--- config.mk ---
export PLATFORM = sky130hd
export DESIGN_NAME = core_sequencer_flat
export DESIGN_NICKNAME = d
export VERILOG_FILES = /design/src/rtl/seq_pkg.sv /design/src/rtl/seq_if.sv /design/src/rtl/seq_wdog.sv /design/src/rtl/core_sequencer.sv /design/src/flat_wrapper.sv
export SDC_FILE = /design/constraint.sdc
export NUM_CORES = 1
export LEC_CHECK = 0
export ABC_AREA = 1
export BUFFER_PORTS_ARGS = -buffer_cell sky130_fd_sc_hd__buf_2
export CORE_ASPECT_RATIO = 1.75
export CORE_MARGIN = 2
export CORE_UTILIZATION = 35
export DETAILED_ROUTE_END_ITERATION = 10
export SETUP_SLACK_MARGIN = 0.3
export SLEW_MARGIN = 40
export SYNTH_ARGS = -nofsm -noshare
export SYNTH_HDL_FRONTEND = slang
export SYNTH_HIERARCHICAL = 1
export SYNTH_SLANG_ARGS = --single-unit
--- constraint.sdc ---
create_clock -name clk -period 2.15 [get_ports clk]
set_input_delay 0.1075 -clock clk [delete_from_list [all_inputs] [get_ports clk]]
set_output_delay 0.1075 -clock clk [all_outputs]
set_load 0.03 [all_outputs]
--- src/rtl/seq_pkg.sv ---
// ============================================================================
// Module : seq_pkg
// Brief  : Shared types and control-word field indices for core_sequencer.
// Rev    : 1.0  initial release
// ============================================================================
`default_nettype none

package seq_pkg;

  localparam int CW_W = 18;

  localparam int BIT_CLK_HLT     = 17;
  localparam int BIT_REG_IN      = 16;
  localparam int BIT_RD_SEL_HI   = 15;
  localparam int BIT_RD_SEL_LO   = 14;
  localparam int BIT_REG_WE      = 13;
  localparam int BIT_MEM_WE      = 12;
  localparam int BIT_MEM_REQ     = 11;
  localparam int BIT_PC_IN       = 10;
  localparam int BIT_CSTACK_TYPE = 9;
  localparam int BIT_CSTACK_EXE  = 8;
  localparam int BIT_BRH         = 7;
  localparam int BIT_JMP         = 6;
  localparam int BIT_FLAGS_UPDT  = 5;
  localparam int BIT_ALU_HI      = 4;
  localparam int BIT_ALU_LO      = 0;

  typedef enum logic [2:0] {
    FETCH  = 3'd0,
    DECODE = 3'd1,
    EXEC   = 3'd2,
    MEM    = 3'd3,
    HALT   = 3'd4
  } state_t;

  typedef enum logic [1:0] {
    ERR_NONE      = 2'd0,
    ERR_OVERFLOW  = 2'd1,
    ERR_UNDERFLOW = 2'd2,
    ERR_TIMEOUT   = 2'd3
  } err_t;

  function automatic logic is_mem_op(input logic [CW_W-1:0] cw);
    return cw[BIT_MEM_REQ] | cw[BIT_MEM_WE];
  endfunction

endpackage

`default_nettype wire

--- src/rtl/seq_if.sv ---
// ============================================================================
// Module : seq_if
// Brief  : Instruction and data memory req/ack handshake bundle.
// Rev    : 1.0  initial release
// ============================================================================
`default_nettype none

interface seq_if;
  logic imem_req;
  logic imem_ack;
  logic ir_we;
  logic dmem_req;
  logic dmem_we;
  logic dmem_ack;

  modport master (
    output imem_req, ir_we, dmem_req, dmem_we,
    input  imem_ack, dmem_ack
  );

  modport slave (
    input  imem_req, ir_we, dmem_req, dmem_we,
    output imem_ack, dmem_ack
  );
endinterface

`default_nettype wire

--- src/rtl/seq_wdog.sv ---
// ============================================================================
// Module : seq_wdog
// Brief  : Memory wait counter; expires on the LIMIT-th wait cycle without ack.
//          Body is compiled only when SEQ_MEM_TIMEOUT_EN is defined.
// Rev    : 1.0  initial release
// ============================================================================
`default_nettype none

`ifdef SEQ_MEM_TIMEOUT_EN
module seq_wdog #(
  parameter int LIMIT = 255
) (
  input  logic clk,
  input  logic rst_n,
  input  logic active,
  input  logic ack,
  output logic expired
);

  localparam int CNT_W = $clog2(LIMIT + 1);

  logic [CNT_W-1:0] cnt;

  // cnt holds the number of wait cycles already elapsed in this request
  assign expired = active && !ack && (cnt == CNT_W'(LIMIT - 1));

  always_ff @(posedge clk or negedge rst_n) begin
    if (!rst_n) begin
      cnt <= '0;
    end else if (!active || ack || expired) begin
      cnt <= '0;
    end else begin
      cnt <= cnt + CNT_W'(1);
    end
  end

endmodule
`endif

`default_nettype wire

--- src/rtl/core_sequencer.sv ---
// ============================================================================
// Module : core_sequencer
// Brief  : BatPU2 multi-cycle control FSM; optional bus timeout via
//          SEQ_MEM_TIMEOUT_EN.
// Rev    : 1.0  initial release
// ============================================================================
`default_nettype none

module core_sequencer
  import seq_pkg::*;
#(
  parameter int CSTACK_DEPTH = 16,
  parameter int MEM_TIMEOUT  = 255
) (
  input  logic            clk,
  input  logic            rst_n,
  seq_if.master           bus,
  input  logic [CW_W-1:0] ctr_word,
  input  logic            brh_cond,
  output logic            reg_we,
  output logic            flags_we,
  output logic            pc_inc,
  output logic            pc_load,
  output logic            pc_sel,
  output logic            cs_push,
  output logic            cs_pop,
  output logic            retired,
  output logic            halted,
  output logic [1:0]      err
);

  localparam int DW = $clog2(CSTACK_DEPTH + 1);

  state_t            state;
  err_t              err_q;
  logic [DW-1:0]     depth;
  logic [CW_W-1:0]   cw_q;
  logic              imem_req_q;

  logic exec_fire, exec_halt, exec_ovf, exec_unf, exec_mem;
  logic mem_done, jump_taken, timeout;

  always_comb begin
    exec_fire = 1'b0;
    exec_halt = 1'b0;
    exec_ovf  = 1'b0;
    exec_unf  = 1'b0;
    exec_mem  = 1'b0;
    if (state == EXEC) begin
      if (cw_q[BIT_CLK_HLT])
        exec_halt = 1'b1;
      else if (cw_q[BIT_CSTACK_EXE] && !cw_q[BIT_CSTACK_TYPE] && depth == DW'(CSTACK_DEPTH))
        exec_ovf = 1'b1;
      else if (cw_q[BIT_CSTACK_EXE] && cw_q[BIT_CSTACK_TYPE] && depth == '0)
        exec_unf = 1'b1;
      else if (is_mem_op(cw_q))
        exec_mem = 1'b1;
      else
        exec_fire = 1'b1;
    end
  end

  assign mem_done   = (state == MEM) && bus.dmem_ack;
  assign jump_taken = cw_q[BIT_JMP] | (cw_q[BIT_BRH] & brh_cond);

  assign bus.imem_req = imem_req_q;
  assign bus.ir_we    = imem_req_q & bus.imem_ack;
  assign bus.dmem_req = (state == MEM);
  assign bus.dmem_we  = (state == MEM) & cw_q[BIT_MEM_WE];

  assign reg_we   = (exec_fire | mem_done) & cw_q[BIT_REG_WE];
  assign flags_we = exec_fire & cw_q[BIT_FLAGS_UPDT];
  assign pc_load  = exec_fire & jump_taken;
  assign pc_inc   = (exec_fire & !jump_taken) | mem_done;
  assign pc_sel   = (state == EXEC) & cw_q[BIT_PC_IN];
  assign cs_push  = exec_fire & cw_q[BIT_CSTACK_EXE] & !cw_q[BIT_CSTACK_TYPE];
  assign cs_pop   = exec_fire & cw_q[BIT_CSTACK_EXE] & cw_q[BIT_CSTACK_TYPE];
  assign retired  = exec_fire | mem_done;
  assign halted   = (state == HALT);
  assign err      = err_q;

`ifdef SEQ_MEM_TIMEOUT_EN
  seq_wdog #(
    .LIMIT (MEM_TIMEOUT)
  ) u_wdog (
    .clk     (clk),
    .rst_n   (rst_n),
    .active  (imem_req_q | (state == MEM)),
    .ack     (imem_req_q ? bus.imem_ack : bus.dmem_ack),
    .expired (timeout)
  );
`else
  logic [31:0] unused_timeout_cfg;
  assign unused_timeout_cfg = MEM_TIMEOUT;
  assign timeout            = 1'b0;
`endif

  logic [7:0] unused_cw_bits;
  assign unused_cw_bits = {cw_q[BIT_REG_IN], cw_q[BIT_RD_SEL_HI:BIT_RD_SEL_LO],
                           cw_q[BIT_ALU_HI:BIT_ALU_LO]};

  // imem_req is a flop, so the request never depends combinationally on ack
  always_ff @(posedge clk or negedge rst_n) begin
    if (!rst_n) begin
      state      <= FETCH;
      err_q      <= ERR_NONE;
      depth      <= '0;
      cw_q       <= '0;
      imem_req_q <= 1'b0;
    end else begin
      case (state)
        FETCH: begin
          if (imem_req_q && bus.imem_ack) begin
            imem_req_q <= 1'b0;
            state      <= DECODE;
          end else if (timeout) begin
            imem_req_q <= 1'b0;
            err_q      <= ERR_TIMEOUT;
            state      <= HALT;
          end else begin
            imem_req_q <= 1'b1;
          end
        end
        DECODE: begin
          cw_q  <= ctr_word;
          state <= EXEC;
        end
        EXEC: begin
          if (exec_halt) begin
            state <= HALT;
          end else if (exec_ovf) begin
            err_q <= ERR_OVERFLOW;
            state <= HALT;
          end else if (exec_unf) begin
            err_q <= ERR_UNDERFLOW;
            state <= HALT;
          end else if (exec_mem) begin
            state <= MEM;
          end else begin
            if (cs_push)
              depth <= depth + DW'(1);
            else if (cs_pop)
              depth <= depth - DW'(1);
            imem_req_q <= 1'b1;
            state      <= FETCH;
          end
        end
        MEM: begin
          if (bus.dmem_ack) begin
            imem_req_q <= 1'b1;
            state      <= FETCH;
          end else if (timeout) begin
            err_q <= ERR_TIMEOUT;
            state <= HALT;
          end
        end
        HALT: state <= HALT;
        default: begin
          imem_req_q <= 1'b0;
          state      <= HALT;
        end
      endcase
    end
  end

endmodule

`default_nettype wire
--- src/flat_wrapper.sv ---
// flat-port wrapper written by rule: the top's interface ports become plain ports
module core_sequencer_flat import seq_pkg::*;
#(
  parameter int CSTACK_DEPTH = 16,
  parameter int MEM_TIMEOUT  = 255
)
  (clk, rst_n, ctr_word, brh_cond, reg_we, flags_we, pc_inc, pc_load, pc_sel, cs_push, cs_pop, retired, halted, err, bus_imem_req, bus_ir_we, bus_dmem_req, bus_dmem_we, bus_imem_ack, bus_dmem_ack);
  seq_if bus_i ();
  input  logic clk;
  input  logic rst_n;
  input  logic [CW_W-1:0] ctr_word;
  input  logic brh_cond;
  output logic reg_we;
  output logic flags_we;
  output logic pc_inc;
  output logic pc_load;
  output logic pc_sel;
  output logic cs_push;
  output logic cs_pop;
  output logic retired;
  output logic halted;
  output logic [1:0] err;
  output wire logic [$bits(bus_i.imem_req)-1:0] bus_imem_req;
  output wire logic [$bits(bus_i.ir_we)-1:0] bus_ir_we;
  output wire logic [$bits(bus_i.dmem_req)-1:0] bus_dmem_req;
  output wire logic [$bits(bus_i.dmem_we)-1:0] bus_dmem_we;
  input wire logic [$bits(bus_i.imem_ack)-1:0] bus_imem_ack;
  input wire logic [$bits(bus_i.dmem_ack)-1:0] bus_dmem_ack;
  assign bus_imem_req = bus_i.imem_req;
  assign bus_ir_we = bus_i.ir_we;
  assign bus_dmem_req = bus_i.dmem_req;
  assign bus_dmem_we = bus_i.dmem_we;
  assign bus_i.imem_ack = bus_imem_ack;
  assign bus_i.dmem_ack = bus_dmem_ack;
  core_sequencer #(.CSTACK_DEPTH(CSTACK_DEPTH), .MEM_TIMEOUT(MEM_TIMEOUT)) u_core (.clk(clk), .rst_n(rst_n), .bus(bus_i), .ctr_word(ctr_word), .brh_cond(brh_cond), .reg_we(reg_we), .flags_we(flags_we), .pc_inc(pc_inc), .pc_load(pc_load), .pc_sel(pc_sel), .cs_push(cs_push), .cs_pop(cs_pop), .retired(retired), .halted(halted), .err(err));
endmodule
After elaboration in Yosys (flattened, before gate mapping)
Index checks and enable logic that the tools add are counted. Widths: inputs -> output; s select.

$add $sub $neg: 2. Multiply operators: 0. Divide/modulo/power cells: 0. Order comparisons: 0. Equal/unequal tests: 11. Shift-type cells: 0. Multiplexer cells: 37. Bitwise logic cells: 20. Reductions and logical operators: 17.

Operators with widths (count): $mux 1 (25); $mux 3 (5); $pmux 3 s4 (1); $reduce_and 6->1 (2); $and 1x1->1 (11); $mux 5 (2); $ne 2x2->1 const B (4); $eq 3x2->1 const B (2); $logic_and 1x1->1 (6); $mux 2 (3); $add 5x1->5 const B (1); $eq 5x5->1 const B (1); $logic_not 5->1 (1); $not 1->1 (5); $sub 5x1->5 const B (1); $ne 2x1->1 const B (2); $or 1x1->1 (4); $pmux 1 s4 (1); $reduce_bool 2->1 (2); $eq 3x1->1 const B (1); $eq 3x3->1 const B (1); $logic_not 3->1 (1); $reduce_and 3->1 (1); $logic_not 1->1 (2); other kinds (2) (2).

Register bits after elaboration: 29. Bits in latches: 0. Memory bits (writable): 0. Memory bits (read-only): 0. Logic and storage cells: 92. Memories: 0.

Depth between registers and ports, before layout
Gate-level depths: netlist of run 1.

Depth after elaboration: 11. Gate-level depth with buffers: 16. Mapped depth without buffers: 15.

Worst setup path before layout of run 1
OpenSTA, ideal clock, no wires.

Path type: register -> register. Start: reg u_core.state[2]. End: reg u_core.depth[4]. Data arrival time: 2.328 ns. Path slack: -0.299 ns. Stages on the path, launching flop included: 16. Path buffers: 1. Period minus slack after synthesis: 2.449 ns. Cell sequence: dfrtp_1 -> inv_2 -> nand3_2 -> nor2_2 -> inv_2 -> nor2_4 -> nand3_2 -> buf_4 -> nor2_4 -> inv_1 -> ha_1 -> a21oi_1 -> nand2_1 -> xor2_1 -> o21ai_1 -> nand2_1.

Cells in the longest elaborated chain, start to end: 6. Elaborated cells on any way between the ends: 16.

Ends and longest elaborated chain: from (decl) (line core_sequencer.sv:34) `state_t state;`; from (signal assigned) (line core_sequencer.sv:105) `state <= FETCH;`; from (signal assigned) (line core_sequencer.sv:115) `state <= DECODE;`; from (signal assigned) (line core_sequencer.sv:119) `state <= HALT;`; $eq 3x2->1 * (line core_sequencer.sv:49) `if (state == EXEC) begin`; $mux 1 * (line core_sequencer.sv:49); $and 1x1->1 * (2 in series) (line core_sequencer.sv:76) `assign cs_push = exec_fire & cw_q[BIT_CSTACK_EXE] & !cw_q[BIT_CSTACK_TYPE];`; named net cs_push (line flat_wrapper.sv:18) `output logic cs_push;`; $reduce_bool 2->1 (no line); $reduce_and 6->1 (no line); to (signal assigned) (line core_sequencer.sv:141) `depth <= depth + DW'(1);`; to (signal assigned) (line core_sequencer.sv:143) `depth <= depth - DW'(1);`; to (decl) (line core_sequencer.sv:36) `logic [DW-1:0] depth;`.

The timed path passes the listed nets; every way through them passes the cells marked *. A chain may end at the register's enable or synchronous reset.

Worst setup path in the final report of run 1
Start: reg u_core.state[2]. End: reg u_core.depth[4].

Cells in the longest elaborated chain, start to end: 6. Elaborated cells on any way between the ends: 16.

Ends and longest elaborated chain (line): $eq 3x2->1 * (core_sequencer.sv:49, core_sequencer.sv:111); $mux 1 (core_sequencer.sv:49); $and 1x1->1 (core_sequencer.sv:76, core_sequencer.sv:77); $and 1x1->1 (on tied branches) (core_sequencer.sv:76, core_sequencer.sv:77); $reduce_bool 2->1 (no line); $reduce_and 6->1 (no line).

Mark *: on every way between the ends. The rest lies on a longest branch, timed or not.

==> run summary, run 1 <==
Slowest-stage cell, CP: dfrtp_1
Layout cell share with drive strength beyond 1: 43.5%
Synthesized area: 1170 sq um
CP delay by family, top: simple AND/OR/NAND/NOR gates
Slowest stage delay, CP: 0.41 ns
CTS sink cnt: 21
Critical path cell sequence: inv_2 -> nand3_4 -> nor2_4 -> inv_2 -> nor2_4 -> nand3_2 -> nor2_4 -> inv_4 -> ha_4 -> a21oi_2 -> nand2_2 -> xor2_2 -> o21ai_1 -> nand2_1
Crit path launch type: register
Total Routing Usage GR: 17.5%
Synth warn: 6
Latest clock arrival within the worst-skew pair: 0.26 ns
FMAX: 472 MHz
H-tree Lvls: 1
Max_cap viols: 0
Initial Util: 37.0%
Lkg Pwr: 0.915 nW
RSZ-0062 raised after global routing: yes
Slew Limit Fails: 0
Final setup vio count: 0
Ports: 38
Reg clk slew, reported paths: 0.07 ns
Drt pass-1 iters: 4
Number of flops mapped to enable cells by yosys: 0
Post-DRT Antenna Nets: 0
Total number of vias: 1180
Max VDD drop: 0.389 mV
Final WL: 3120 um
Max layer used: met4
Finished layout cell area: 1790 sq um
Top_reg_cell synth: dfrtp_1
Synthesized flop and latch total: 21
Buffers on Ports: 29
Max FO, Critical Path: 4
Vias per cell: 4.72
Global-route wire length before repair: 4910 um
Yosys cell types: 25
WL/cell: 12.5 um
Post-Syn Area per Cell: 7.78 sq um
R2r endpoint: u_core/depth[4]
P per Cell Area: 373 nW/um^2
Commonest non-fill, non-tap cell in the layout: nand2_1
Max_slew headroom: 64.4%
Syn_nets: 179
Die area: 3850 sq um
Reg2reg setup slack: 0.03 ns
Met2 wire length: 1730 um
Outcome: finished clean
Skew final: 0.00322 ns
Mapped Cells: 151
Clock Path Buffers: 2
Total core area: 3180 sq um
Levels on crit path: 14
Die Wd: 47.8 um
Crit. Startpoint: u_core/state[2]
Commonest cells after routing, fill and taps aside: nand2_1 (42), buf_4 (25), buf_2 (23), dfrtp_1 (21), inv_1 (12)
Largest net degree at the start of global routing: 22
Detailed placement HPWL: 2230 um
CTS buffer count: 3
Endpoint type of the worst setup path: register
Number of global-route vias before repair: 1166
Hold Violations, Final: 0
Die Span Y: 80.6 um
Final Critical Period: 2.12 ns
Worst Tran Pin Value: 0.531 ns
Hold path cells: 3
Total power: 669 uW
Worst reg2reg path startpoint: u_core/state[2]
CTS tree: built
Site row count: 27
Total grt overflow: 0
Initial antenna violation count: 0
CP Class: register to register
NumNets Final: 236
Worst hold start: ctr_word[6]
Worst hold path type: input pin to register
Area post-placement: 1520 sq um
WL met3: 114 um
Seq/Total Area, Yosys: 44.7%
Met1 Wirelength: 1190 um
CTS root buffer: clkbuf_8
Period utilization: 98.5%
Hold EP: u_core/cw_q[6]
Critical Path RT: 2.30 ns
Ys async rst share: 100%
Worst path arrival time: 2.26 ns
Residual DRC: 0
Placer congestion estimate: 0.779
R2R depth: 14
N_diodes: 0
Most frequent CP cell: nor2_4
CP bufs+invs: 3
P&R area growth vs syn: 52.6%
Iteration-0 DRC Markers: 19
-- synthesized netlist by cell type (2+ instances only) --
master    n  area [sq um]
a21oi_1   3          15.0
dfrtp_1  21           526
ha_1      4          50.1
inv_1    13          48.8
inv_2     3          11.3
nand2_1  48           180
nand3_1   9          45.0
nand3_2   2          20.0
nand4_1   2          12.5
nor2_1   17          63.8
nor2_2    2          12.5
nor2_4    2          22.5
o21ai_0   6          30.0
o21ai_1   6          30.0
xor2_1    3          26.3
-- through the flow --
step                utilization [%]  hold slack, ns  std cells  TNS, ns  worst slack, ns
CTS                            53.4          0.0502        249        0           0.0689
global placement               48.0          0.0885        237        0          0.00495
floorplan                         -          -0.188        151   -0.261           -0.139
global route                   56.5          0.0495        250   -0.135           -0.135
detailed placement             48.0           0.102        237  -0.0174          -0.0174
finish                         56.5          0.0530        250        0           0.0323
-- power by group --
| group | internal, mW | switching (mW) | leakage, nW |
|---|---|---|---|
| logic | 0.0101 | 0.0114 | 0.657 |
| registers | 0.395 | 0 | 0.236 |
| clock network | 0.132 | 0.121 | 0.0228 |
-- final cells by class --
| cell class | count | area (sq um) |
|---|---|---|
| repair buffers | 54 | 369 |
| well taps | 43 | 53.8 |
| fillers | 328 | 1380 |
| multi-input cells | 111 | 733 |
| flip-flops and latches | 21 | 526 |
| inverters | 17 | 66.3 |
| clock buffers | 4 | 45.0 |
-- registers in the layout, indices dropped and copies added (netlist names) --
signal / cells
u_core/cw_q: 10
u_core/err: 2
u_core/depth: 5
u_core/bus.imem_req: 1
u_core/state: 3
-- what timing repair did --
action / CTS / global route
hold buffers: 1 / 0
endpoints found under the hold margin: 21 / 0
setup endpoints to repair: 7 / 10
buffers inserted: 7 / 1
gates resized for setup: 13 / 30
pin swaps: 17 / 8
-- kinds of logic (layout without fill, tap and decap cells) --
family,after synthesis,count (layout),synth area share (%)
buffers and inverters,19,75,6.50
AOI/OAI and AO/OA,16,16,7.03
xor gates and xnor gates,4,4,2.98
and+or+nand+nor,86,86,32.8
adders and majority gates,5,5,5.96
DFF,21,21,44.7
-- layer usage --
layer	vias up	global-route usage, %
li1	589	-
met1	553	19.8
met2	28	30.5
met3	10	1.80
met4	0	8.11
met5	-	0
-- worst reg2reg max path: stages, from the launching register on --
cell and delay (ns):
dfrtp_1 0.41, inv_2 0.09, nand3_4 0.10, nor2_4 0.10
inv_2 0.05, nor2_4 0.10, nand3_2 0.12, nor2_4 0.16
inv_4 0.09, ha_4 0.23, a21oi_2 0.15, nand2_2 0.08
xor2_2 0.15, o21ai_1 0.12, nand2_1 0.06
-- worst max path at each step --
stage	endpoint	slack, ns
after floorplan	u_core/depth[4]	-0.14
after global placement	u_core/depth[4]	0.005
after detailed placement	u_core/depth[4]	-0.02
after CTS	u_core/depth[4]	0.07
after global routing	u_core/depth[4]	-0.13
final	u_core/depth[4]	0.03
Note: power is estimated with default switching activity, not from simulation.
==> run 2, diff against run 1 <==
--- a/config.mk
+++ b/config.mk
@@ -11,6 +11,7 @@
 export CORE_MARGIN = 2
 export CORE_UTILIZATION = 35
 export DETAILED_ROUTE_END_ITERATION = 10
+export MAX_ROUTING_LAYER = met4
 export SETUP_SLACK_MARGIN = 0.3
 export SLEW_MARGIN = 40
 export SYNTH_ARGS = -nofsm -noshare
==> run summary, run 2 (synthesis results as in run 1) <==
GRT busiest layer: met2 (unchanged)
CP Class: register to register (unchanged)
N_diodes: 0 (unchanged)
Die area: 3850 sq um (unchanged)
CTS sink cnt: 21 (unchanged)
Post-DRT Antenna Nets: 0 (unchanged)
Initial Util: 37.0% (unchanged)
Setup WS post-layout: 0.0323 ns (about the same)
Total Routing Usage GR: 17.9% (was 17.5%)
WHS: 0.0530 ns (about the same)
Switching pwr: 133 uW (about the same)
Sequential Power Share: 59.0% (about the same)
Final TNS setup: 0 ns (unchanged)
Hold Violations, Final: 0 (unchanged)
Clock Path Buffers: 2 (unchanged)
H-tree Lvls: 1 (unchanged)
CTS root buffer: clkbuf_8 (unchanged)
Met1 usage: 19.8% (unchanged)
RSZ-0062 raised after global routing: yes (unchanged)
DP Worst Slack: -0.0174 ns (unchanged)
Drt pass-1 iters: 4 (unchanged)
Crit path launch type: register (unchanged)
Global-route wire length before repair: 4910 um (about the same)
Ports: 38 (unchanged)
Max VDD drop: 0.389 mV (about the same)
Max_cap viols: 0 (unchanged)
Clock power share: 37.8% (about the same)
FMAX: 472 MHz (unchanged)
Number of flip-flops in the largest register: 10 (unchanged)
P per Cell Area: 373 nW/um^2 (about the same)
Inst Count DP: 237 (unchanged)
Total core area: 3180 sq um (unchanged)
Worst hold path type: input pin to register (unchanged)
Worst Tran Pin Value: 0.531 ns (unchanged)
Skew final: 0.00324 ns (was 0.00322 ns)
Total grt overflow: 0 (unchanged)
Number of global-route vias before repair: 1164 (was 1166)
Die Wd: 47.8 um (unchanged)
Layout cell share with drive strength beyond 1: 43.5% (unchanged)
Initial antenna violation count: 0 (unchanged)
Largest net degree at the start of global routing: 22 (unchanged)
Site row count: 27 (unchanged)
WL/cell: 12.5 um (unchanged)
Final Critical Period: 2.12 ns (about the same)
Fillers: 328 (unchanged)
Worst path arrival time: 2.26 ns (about the same)
Buffers on Ports: 29 (unchanged)
Final setup vio count: 0 (unchanged)
Reg clk slew, reported paths: 0.07 ns (about the same)
GR Layer Usage met3: 1.80% (unchanged)
Gate power share: 3.2% (about the same)
Max_slew headroom: 64.4% (unchanged)
Die Span Y: 80.6 um (unchanged)
Endpoint type of the worst setup path: register (unchanged)
Total number of vias: 1180 (unchanged)
Register area: 526 sq um (unchanged)
NumNets Final: 236 (unchanged)
Placer congestion estimate: 0.790 (was 0.779)
Iteration-0 DRC Markers: 16 (was 19)
Latest clock arrival within the worst-skew pair: 0.26 ns (about the same)
Area of the multi-input gates: 733 sq um (unchanged)
CTS buffer count: 3 (unchanged)
Final WL: 3120 um (unchanged)
Top flop regs: u_core/cw_q: 10 flops, u_core/depth: 5 flops, u_core/state: 3 flops (unchanged)
Int Pwr: 537 uW (unchanged)
Commonest cells after routing, fill and taps aside: nand2_1 (42), buf_4 (25), buf_2 (23), dfrtp_1 (21), inv_1 (12) (unchanged)
Area post-placement: 1520 sq um (unchanged)
Outcome: finished clean (unchanged)
Critical Path RT: 2.30 ns (about the same)
Layout Cells excl Fill: 250 (unchanged)
Vias per cell: 4.72 (unchanged)
Period utilization: 98.5% (about the same)
Slew Limit Fails: 0 (unchanged)
Most flops, register: u_core/cw_q (unchanged)
Residual DRC: 0 (unchanged)
M2 GR Usage: 30.5% (unchanged)
Finished layout cell area: 1790 sq um (unchanged)
CTS tree: built (unchanged)
Lkg Pwr: 0.915 nW (unchanged)
Sw Ratio: 19.8% (about the same)
Commonest non-fill, non-tap cell in the layout: nand2_1 (unchanged)
Max FO, Critical Path: 4 (unchanged)
Detailed placement HPWL: 2230 um (unchanged)
Total power: 669 uW (about the same)
Layout Utilization: 56.5% (unchanged)
P&R area growth vs syn: 52.6% (unchanged)
[run 2: layout make-up]
cell class	instances	area share (%)
Timing Repair Buffer	54	20.6
Tap cell	43	3.00
Clock buffer	4	2.51
Multi-Input combinational cell	111	40.9
Inverter	17	3.70
Sequential cell	21	29.3
[run 2: metal layers]
layer | up-vias | share of wire [%] | wire (um)
li1 | 589 | - | -
met1 | 553 | 38 | 1190
met2 | 28 | 55 | 1730
met3 | 10 | 3.7 | 114
met4 | 0 | 2.8 | 87
met5 | - | 0 | 0
[run 2: worst paths after layout]
kind,from,to,slack [ns],cells after the start
min in group asynchronous,rst_n,u_core/cw_q[5],0.34,2
worst min register to register,u_core/err[0],u_core/err[0],0.48,2
worst max register to register,u_core/state[2],u_core/depth[4],0.03,14
worst max-delay path,u_core/state[2],u_core/depth[4],0.03,14
worst min-delay path,ctr_word[6],u_core/cw_q[6],0.05,3
max in group asynchronous,rst_n,u_core/depth[2],1.49,2
[run 2: power groups by stage]
stage	Combinational, mW	Sequential, mW	Clock, mW
floorplan	0.000377	0.403	0
global placement	0.0203	0.402	0
detailed placement	0.0211	0.402	0
CTS	0.0225	0.395	0.262
global route	0.0253	0.395	0.277
finish	0.0215	0.395	0.253
[run 2: worst max-delay path: stages, from the launching register on]
cell	delay, ns
dfrtp_1	0.41
inv_2	0.09
nand3_4	0.10
nor2_4	0.10
inv_2	0.05
nor2_4	0.10
nand3_2	0.12
nor2_4	0.16
inv_4	0.09
ha_4	0.23
a21oi_2	0.15
nand2_2	0.08
xor2_2	0.15
o21ai_1	0.12
nand2_1	0.06
[run 2: timing repair]
item                                    in CTS  in global routing
gates resized for setup                     13                 30
setup buffers                                7                  1
gates cloned                                 0                  0
endpoints found under the setup margin       7                 10
pin swaps                                   17                  8
endpoints found under the hold margin       21                  0
hold buffers                                 1                  0
